===== src/rtl/boot_loader_pkg.sv =====
// Shared state encoding and stream header layout for the program loader.
package boot_loader_pkg;

  typedef enum logic [2:0] {
    ST_BASE  = 3'd0,
    ST_COUNT = 3'd1,
    ST_LOAD  = 3'd2,
    ST_START = 3'd3,
    ST_DONE  = 3'd4,
    ST_ERROR = 3'd5
  } boot_state_e;

  // Header word positions in the host stream, ahead of the image payload.
  localparam int unsigned HDR_BASE_IDX  = 0;
  localparam int unsigned HDR_COUNT_IDX = 1;
  localparam int unsigned HDR_WORDS     = 2;

  localparam int unsigned WORD_BYTES = 4;
  localparam int unsigned WORD_SHIFT = 2;

endpackage


===== src/rtl/boot_write_buffer.sv =====
// One-entry valid/ready slice holding a pending memory write until accepted.
module boot_write_buffer #(
  parameter int unsigned ADDR_W = 32,
  parameter int unsigned DATA_W = 32
) (
  input  logic                clock_i,
  input  logic                reset_i,
  input  logic                load_i,
  input  logic [ADDR_W-1:0]   addr_i,
  input  logic [DATA_W-1:0]   data_i,
  input  logic                ready_i,
  output logic                valid_o,
  output logic [DATA_W/8-1:0] byte_en_o,
  output logic [ADDR_W-1:0]   addr_o,
  output logic [DATA_W-1:0]   data_o
);

  logic                valid_q, valid_d;
  logic [DATA_W/8-1:0] byte_en_q, byte_en_d;
  logic [ADDR_W-1:0]   addr_q, addr_d;
  logic [DATA_W-1:0]   data_q, data_d;

  // A load in the same cycle as acceptance refills the slot, keeping it full.
  always_comb begin
    valid_d = valid_q;
    addr_d  = addr_q;
    data_d  = data_q;
    if (load_i) begin
      valid_d = 1'b1;
      addr_d  = addr_i;
      data_d  = data_i;
    end else if (valid_q && ready_i) begin
      valid_d = 1'b0;
    end
    byte_en_d = valid_d ? '1 : '0;
  end

  always_ff @(posedge clock_i or posedge reset_i) begin
    if (reset_i) begin
      valid_q   <= 1'b0;
      byte_en_q <= '0;
      addr_q    <= '0;
      data_q    <= '0;
    end else begin
      valid_q   <= valid_d;
      byte_en_q <= byte_en_d;
      addr_q    <= addr_d;
      data_q    <= data_d;
    end
  end

  assign valid_o   = valid_q;
  assign byte_en_o = byte_en_q;
  assign addr_o    = addr_q;
  assign data_o    = data_q;

endmodule


===== src/rtl/boot_loader.sv =====
// Streams a base/count/payload image into BRAM while holding the core, then
// releases it with a one-cycle start pulse at the image base.
module boot_loader
  import boot_loader_pkg::*;
#(
  parameter int unsigned DATA_WIDTH       = 32,
  parameter int unsigned ADDRESS_BITS     = 32,
  parameter int unsigned MEM_ADDRESS_BITS = 10
) (
  input  logic                    clock,
  input  logic                    reset,
  input  logic                    s_valid,
  output logic                    s_ready,
  input  logic [DATA_WIDTH-1:0]   s_data,
  input  logic                    rearm,
  output logic                    mem_write,
  input  logic                    mem_ready,
  output logic [DATA_WIDTH/8-1:0] mem_byte_en,
  output logic [ADDRESS_BITS-1:0] mem_address,
  output logic [DATA_WIDTH-1:0]   mem_data,
  output logic                    core_hold,
  output logic                    start,
  output logic [ADDRESS_BITS-1:0] program_address,
  output logic                    busy,
  output logic                    done,
  output logic                    error
);

  localparam int unsigned REM_W = MEM_ADDRESS_BITS + 1;
  localparam int unsigned CHK_W =
    ((DATA_WIDTH > ADDRESS_BITS) ? DATA_WIDTH : ADDRESS_BITS) + 1;
  localparam logic [CHK_W-1:0] MEM_WORDS = CHK_W'(1) << MEM_ADDRESS_BITS;

  boot_state_e             state_q, state_d;
  logic [ADDRESS_BITS-1:0] base_q, base_d;
  logic [ADDRESS_BITS-1:0] addr_q, addr_d;
  logic [ADDRESS_BITS-1:0] prog_q, prog_d;
  logic [REM_W-1:0]        rem_q, rem_d;
  logic                    start_q, start_d;
  logic                    hold_q, hold_d;
  logic                    busy_q, busy_d;
  logic                    done_q, done_d;
  logic                    error_q, error_d;

  logic             xfer;
  logic             buf_free;
  logic             load_xfer;
  logic             too_big;
  logic [CHK_W-1:0] count_ext;
  logic [CHK_W-1:0] base_words;

  assign xfer      = s_valid && s_ready;
  assign buf_free  = !mem_write || mem_ready;
  assign load_xfer = (state_q == ST_LOAD) && xfer;

  // Image bounds are checked one bit wider than the operands so base+count cannot wrap.
  assign count_ext  = CHK_W'(s_data);
  assign base_words = CHK_W'(base_q >> WORD_SHIFT);
  assign too_big    = (count_ext > MEM_WORDS) || ((base_words + count_ext) > MEM_WORDS);

  // Ready must follow mem_ready within the cycle to sustain one word per cycle.
  always_comb begin
    s_ready = 1'b0;
    unique case (state_q)
      ST_BASE, ST_COUNT: s_ready = 1'b1;
      ST_LOAD:           s_ready = (rem_q != '0) && buf_free;
      default:           s_ready = 1'b0;
    endcase
  end

  always_comb begin
    state_d = state_q;
    base_d  = base_q;
    addr_d  = addr_q;
    rem_d   = rem_q;
    unique case (state_q)
      ST_BASE: begin
        if (xfer) begin
          base_d  = ADDRESS_BITS'(s_data);
          state_d = (s_data[1:0] != 2'b00) ? ST_ERROR : ST_COUNT;
        end
      end
      ST_COUNT: begin
        if (xfer) begin
          if (s_data == '0) begin
            state_d = ST_START;
          end else if (too_big) begin
            state_d = ST_ERROR;
          end else begin
            addr_d  = base_q;
            rem_d   = REM_W'(s_data);
            state_d = ST_LOAD;
          end
        end
      end
      ST_LOAD: begin
        if (xfer) begin
          addr_d = addr_q + ADDRESS_BITS'(WORD_BYTES);
          rem_d  = rem_q - REM_W'(1);
        end
        if ((rem_q == '0) && buf_free) begin
          state_d = ST_START;
        end
      end
      ST_START: state_d = ST_DONE;
      ST_DONE:  if (rearm) state_d = ST_BASE;
      ST_ERROR: if (rearm) state_d = ST_BASE;
      default:  state_d = ST_BASE;
    endcase
  end

  // Status outputs are registered copies of the decoded next state.
  always_comb begin
    start_d = (state_d == ST_START);
    busy_d  = (state_d == ST_COUNT) || (state_d == ST_LOAD) || (state_d == ST_START);
    done_d  = (state_d == ST_DONE);
    error_d = (state_d == ST_ERROR);
    hold_d  = !((state_d == ST_START) || (state_d == ST_DONE));
    prog_d  = start_d ? base_q : prog_q;
  end

  always_ff @(posedge clock or posedge reset) begin
    if (reset) begin
      state_q <= ST_BASE;
      base_q  <= '0;
      addr_q  <= '0;
      rem_q   <= '0;
      prog_q  <= '0;
      start_q <= 1'b0;
      hold_q  <= 1'b1;
      busy_q  <= 1'b0;
      done_q  <= 1'b0;
      error_q <= 1'b0;
    end else begin
      state_q <= state_d;
      base_q  <= base_d;
      addr_q  <= addr_d;
      rem_q   <= rem_d;
      prog_q  <= prog_d;
      start_q <= start_d;
      hold_q  <= hold_d;
      busy_q  <= busy_d;
      done_q  <= done_d;
      error_q <= error_d;
    end
  end

  boot_write_buffer #(
    .ADDR_W (ADDRESS_BITS),
    .DATA_W (DATA_WIDTH)
  ) u_wbuf (
    .clock_i   (clock),
    .reset_i   (reset),
    .load_i    (load_xfer),
    .addr_i    (addr_q),
    .data_i    (s_data),
    .ready_i   (mem_ready),
    .valid_o   (mem_write),
    .byte_en_o (mem_byte_en),
    .addr_o    (mem_address),
    .data_o    (mem_data)
  );

  assign core_hold       = hold_q;
  assign start           = start_q;
  assign program_address = prog_q;
  assign busy            = busy_q;
  assign done            = done_q;
  assign error           = error_q;

endmodule


===== config.mk =====
export PLATFORM = sky130hd
export DESIGN_NAME = boot_loader
export DESIGN_NICKNAME = d
export VERILOG_FILES = /design/src/rtl/boot_loader_pkg.sv /design/src/rtl/boot_write_buffer.sv /design/src/rtl/boot_loader.sv
export SDC_FILE = /design/constraint.sdc
export NUM_CORES = 1
export LEC_CHECK = 0
export ABC_AREA = 1
export CAP_MARGIN = 25
export CORE_MARGIN = 8
export CORE_UTILIZATION = 25
export DETAILED_ROUTE_END_ITERATION = 12
export PLACE_DENSITY = 0.44
export SYNTH_ARGS = -nofsm -noshare
export SYNTH_HDL_FRONTEND = slang
export SYNTH_SLANG_ARGS = --single-unit

===== constraint.sdc =====
create_clock -name clock -period 8.7 [get_ports clock]
set_input_delay 1.74 -clock clock [delete_from_list [all_inputs] [get_ports clock]]
set_output_delay 1.74 -clock clock [all_outputs]
set_load 0.01 [all_outputs]

==> summary.txt <==
clk sinks: 180
Power Dens Cells: 356.7 mW/mm²
first-pass GRT wire length: 58910 µm
hold_buf cts: 0
crit path from: s_data[0]
fmax: 187.7 MHz
DP Area: 0.01260 mm²
WL/cell: 17.04 µm
post-synth top area share: 41.75%
routed via count: 9804
synth top area cells: dfrtp_1, nand2_1, inv_1, o21ai_0, nand3_1
post-synthesis sequential area ratio: 41.99%
Final Util: 30.90%
Clock transition at path regs: 70 ps
Tmin final: 5327 ps
WS Path Type: input port to flip-flop
grt total ovfl: 0
Routed Antenna Nets: 0
die footprint: 0.04980 mm²
total detailed-routing wirelength: 37240 µm
post-synthesis cell area: 0.01073 mm²
Setup crit start kind: input port
top-count cell post-synth: nand2_1
die extent in x: 223.2 µm
Mapped Cells: 1511
Initial DRT Pass Iterations: 5
Final Hold Viols: 0
RSZ-0062 raised after global routing: false
worst reg2reg endpoint: addr_q[8]
Setup crit end: program_address[6]
initial DRC count: 639
Setup Viol. Count Final: 0
Crit Path Max Fanout: 35
setup bufs post-CTS: 0
post-DP HPWL: 29040 µm
TritonCTS buffer count: 17
drc violations: 0
layout cells sized above 1: 5.000%
Die Ht: 223.2 µm
worst slew pin tran: 1002 ps
Syn-to-layout area delta: 22.99%
initial core utilization: 25.13%
MaxCap Viol Count: 0
largest net degree at the start of global routing: 115
Post-CTS Resized: 0
clock skew: 14.46 ps
Tcrit/Tclk final: 61.23%
All-Layer GR Usage: 15.14%
CTS tree: built
Pins Over Slew Limit: 0
worst path required time: 9030 ps
WHS: 477.6 ps
Synth warnings: 0
Port Buffers: 143
Post-synth top flop: dfrtp_1
Rows: 76
Worst-Skew Late Latency: 450 ps
vias in the first global route: 9915
leakage: 6.507 nW
area of the core: 0.04270 mm²
vias per inst: 4.485
initial antenna violation count: 0
Post-synth EDFFs: 0
H-tree levels: 4
syn_area_per_cell: 7.101 µm²
Critical Path AT: 5660 ps
normalized max-slew margin: 33.10%
R2R setup slack: 4500 ps
Placer Congestion: 0.8707
Inserted Diodes: 0
post-synth cell types: 44
Max Root-Sink Buffers: 2
I/O pin count: 144
r2r worst-path depth: 16
Hold WC Path Type: flip-flop to flip-flop
synth cell count leaders: nand2_1, inv_1, dfrtp_1
fin nets: 1697
number of synthesized register bits: 180
clock root cell: clkbuf_16
cell accounting for the most synthesized area: dfrtp_1
Worst IR Drop VDD: 0.1466 mV
outcome: completed
worst setup margin: 3373 ps
net count after synthesis: 1581
dpl ws: 2761 ps
final instance area: 0.01320 mm²
setup TNS: 0 ps
RR Startpoint: state_q[1]
asr flop ratio synth: 100.0%
Setup crit end kind: flip-flop
-- metrics by stage --
step                total power, W  cells
finish                    0.004707   2186
global route              0.005137   2186
CTS                       0.004770   2186
detailed placement        0.003950   2154
global placement          0.003934   2154
floorplan                 0.002952   1511
-- flip-flops by register name (all words and copies together), names as in the netlist, 3 cells and up --
signal and count:
addr_q 32, state_q 3, rem_q 11, u_wbuf.addr_o 32, program_address 32, u_wbuf.data_o 32
base_q 32
-- kinds of logic (layout without fill, tap and decap cells) --
group,after synthesis,after routing,share of synthesized area [%]
AND/OR/NAND/NOR,803,803,31.48
adder cells (fa/ha/maj),33,33,3.918
AO/OA/AOI/OAI,203,203,9.831
XOR/XNOR,31,31,2.531
buffers and inverters,259,388,10.06
multiplexers,2,2,0.1866
flip-flops,180,180,41.99
-- placed cells by master (no fill, tap or decap), types with 5 or more instances in the layout --
cell,instances
nand2_1,546
inv_1,196
dfrtp_1,179
clkdlybuf4s50_1,143
o21ai_0,131
nand3_1,87
nor2_1,80
o21ai_1,36
ha_1,32
xor2_1,26
a21oi_1,25
nand4_1,18
clkbuf_16,17
nor3_1,15
nor2_2,13
nor4_1,11
inv_2,10
nand3b_1,7
nand2_2,7
xnor2_1,5
-- power breakdown --
| part | total (W) | internal (W) | switching, W | leakage (nW) |
|---|---|---|---|---|
| Clock | 0.000808 | 0.000450 | 0.000358 | 0.284 |
| Sequential | 0.00157 | 0.00121 | 0.000358 | 2.33 |
| Combinational | 0.00233 | 0.000928 | 0.00140 | 3.89 |
-- worst min-delay path by stage --
| stage | slack, ps | endpoint | from | depth (start not counted) |
|---|---|---|---|---|
| final | 480 | program_address[25] | program_address[25] | 2 |
| after CTS | 480 | program_address[25] | program_address[25] | 2 |
| after global routing | 500 | program_address[21] | program_address[21] | 2 |
| after global placement | 470 | program_address[25] | program_address[25] | 2 |
| after detailed placement | 460 | program_address[6] | program_address[6] | 2 |
| after floorplan | 440 | u_wbuf.addr_o[0] | addr_q[0] | 2 |
-- layout make-up --
cell class	count	area [µm²]
clock buffers	22	474.2
clock inverters	10	122.6
fillers	4670	29500
inverters	209	794.5
multi-input cells	1072	5154
flip-flops and latches	180	4506
well taps	546	683.2
repair buffers	147	1461
-- layer usage --
layer / part of all wire (%) / vias up / GRT usage [%]
met1: 47 / 4624 / 19.62
met3: 3.2 / 26 / 1.930
met4: 1.5 / 0 / 4.227
met2: 49 / 166 / 26.14
met5: 0 / - / 0
li1: - / 4988 / -
-- worst max-delay path, stage by stage --
cell	delay, ps
clkdlybuf4s50_1	490
ha_1	270
fa_1	450
nand3_1	140
nand3_1	170
nand2_1	130
nand2_1	110
nand2_1	80
nand2_1	70
nor2_1	100
nand3_1	70
o21ai_0	360
nand3_1	120
nor2_1	170
nand2_1	110
nand2_1	80
nand2_1	80
nand2_4	340
nand2_4	360
nand2_1	150
nand2_1	60
Power figures use the tool's default switching activity.
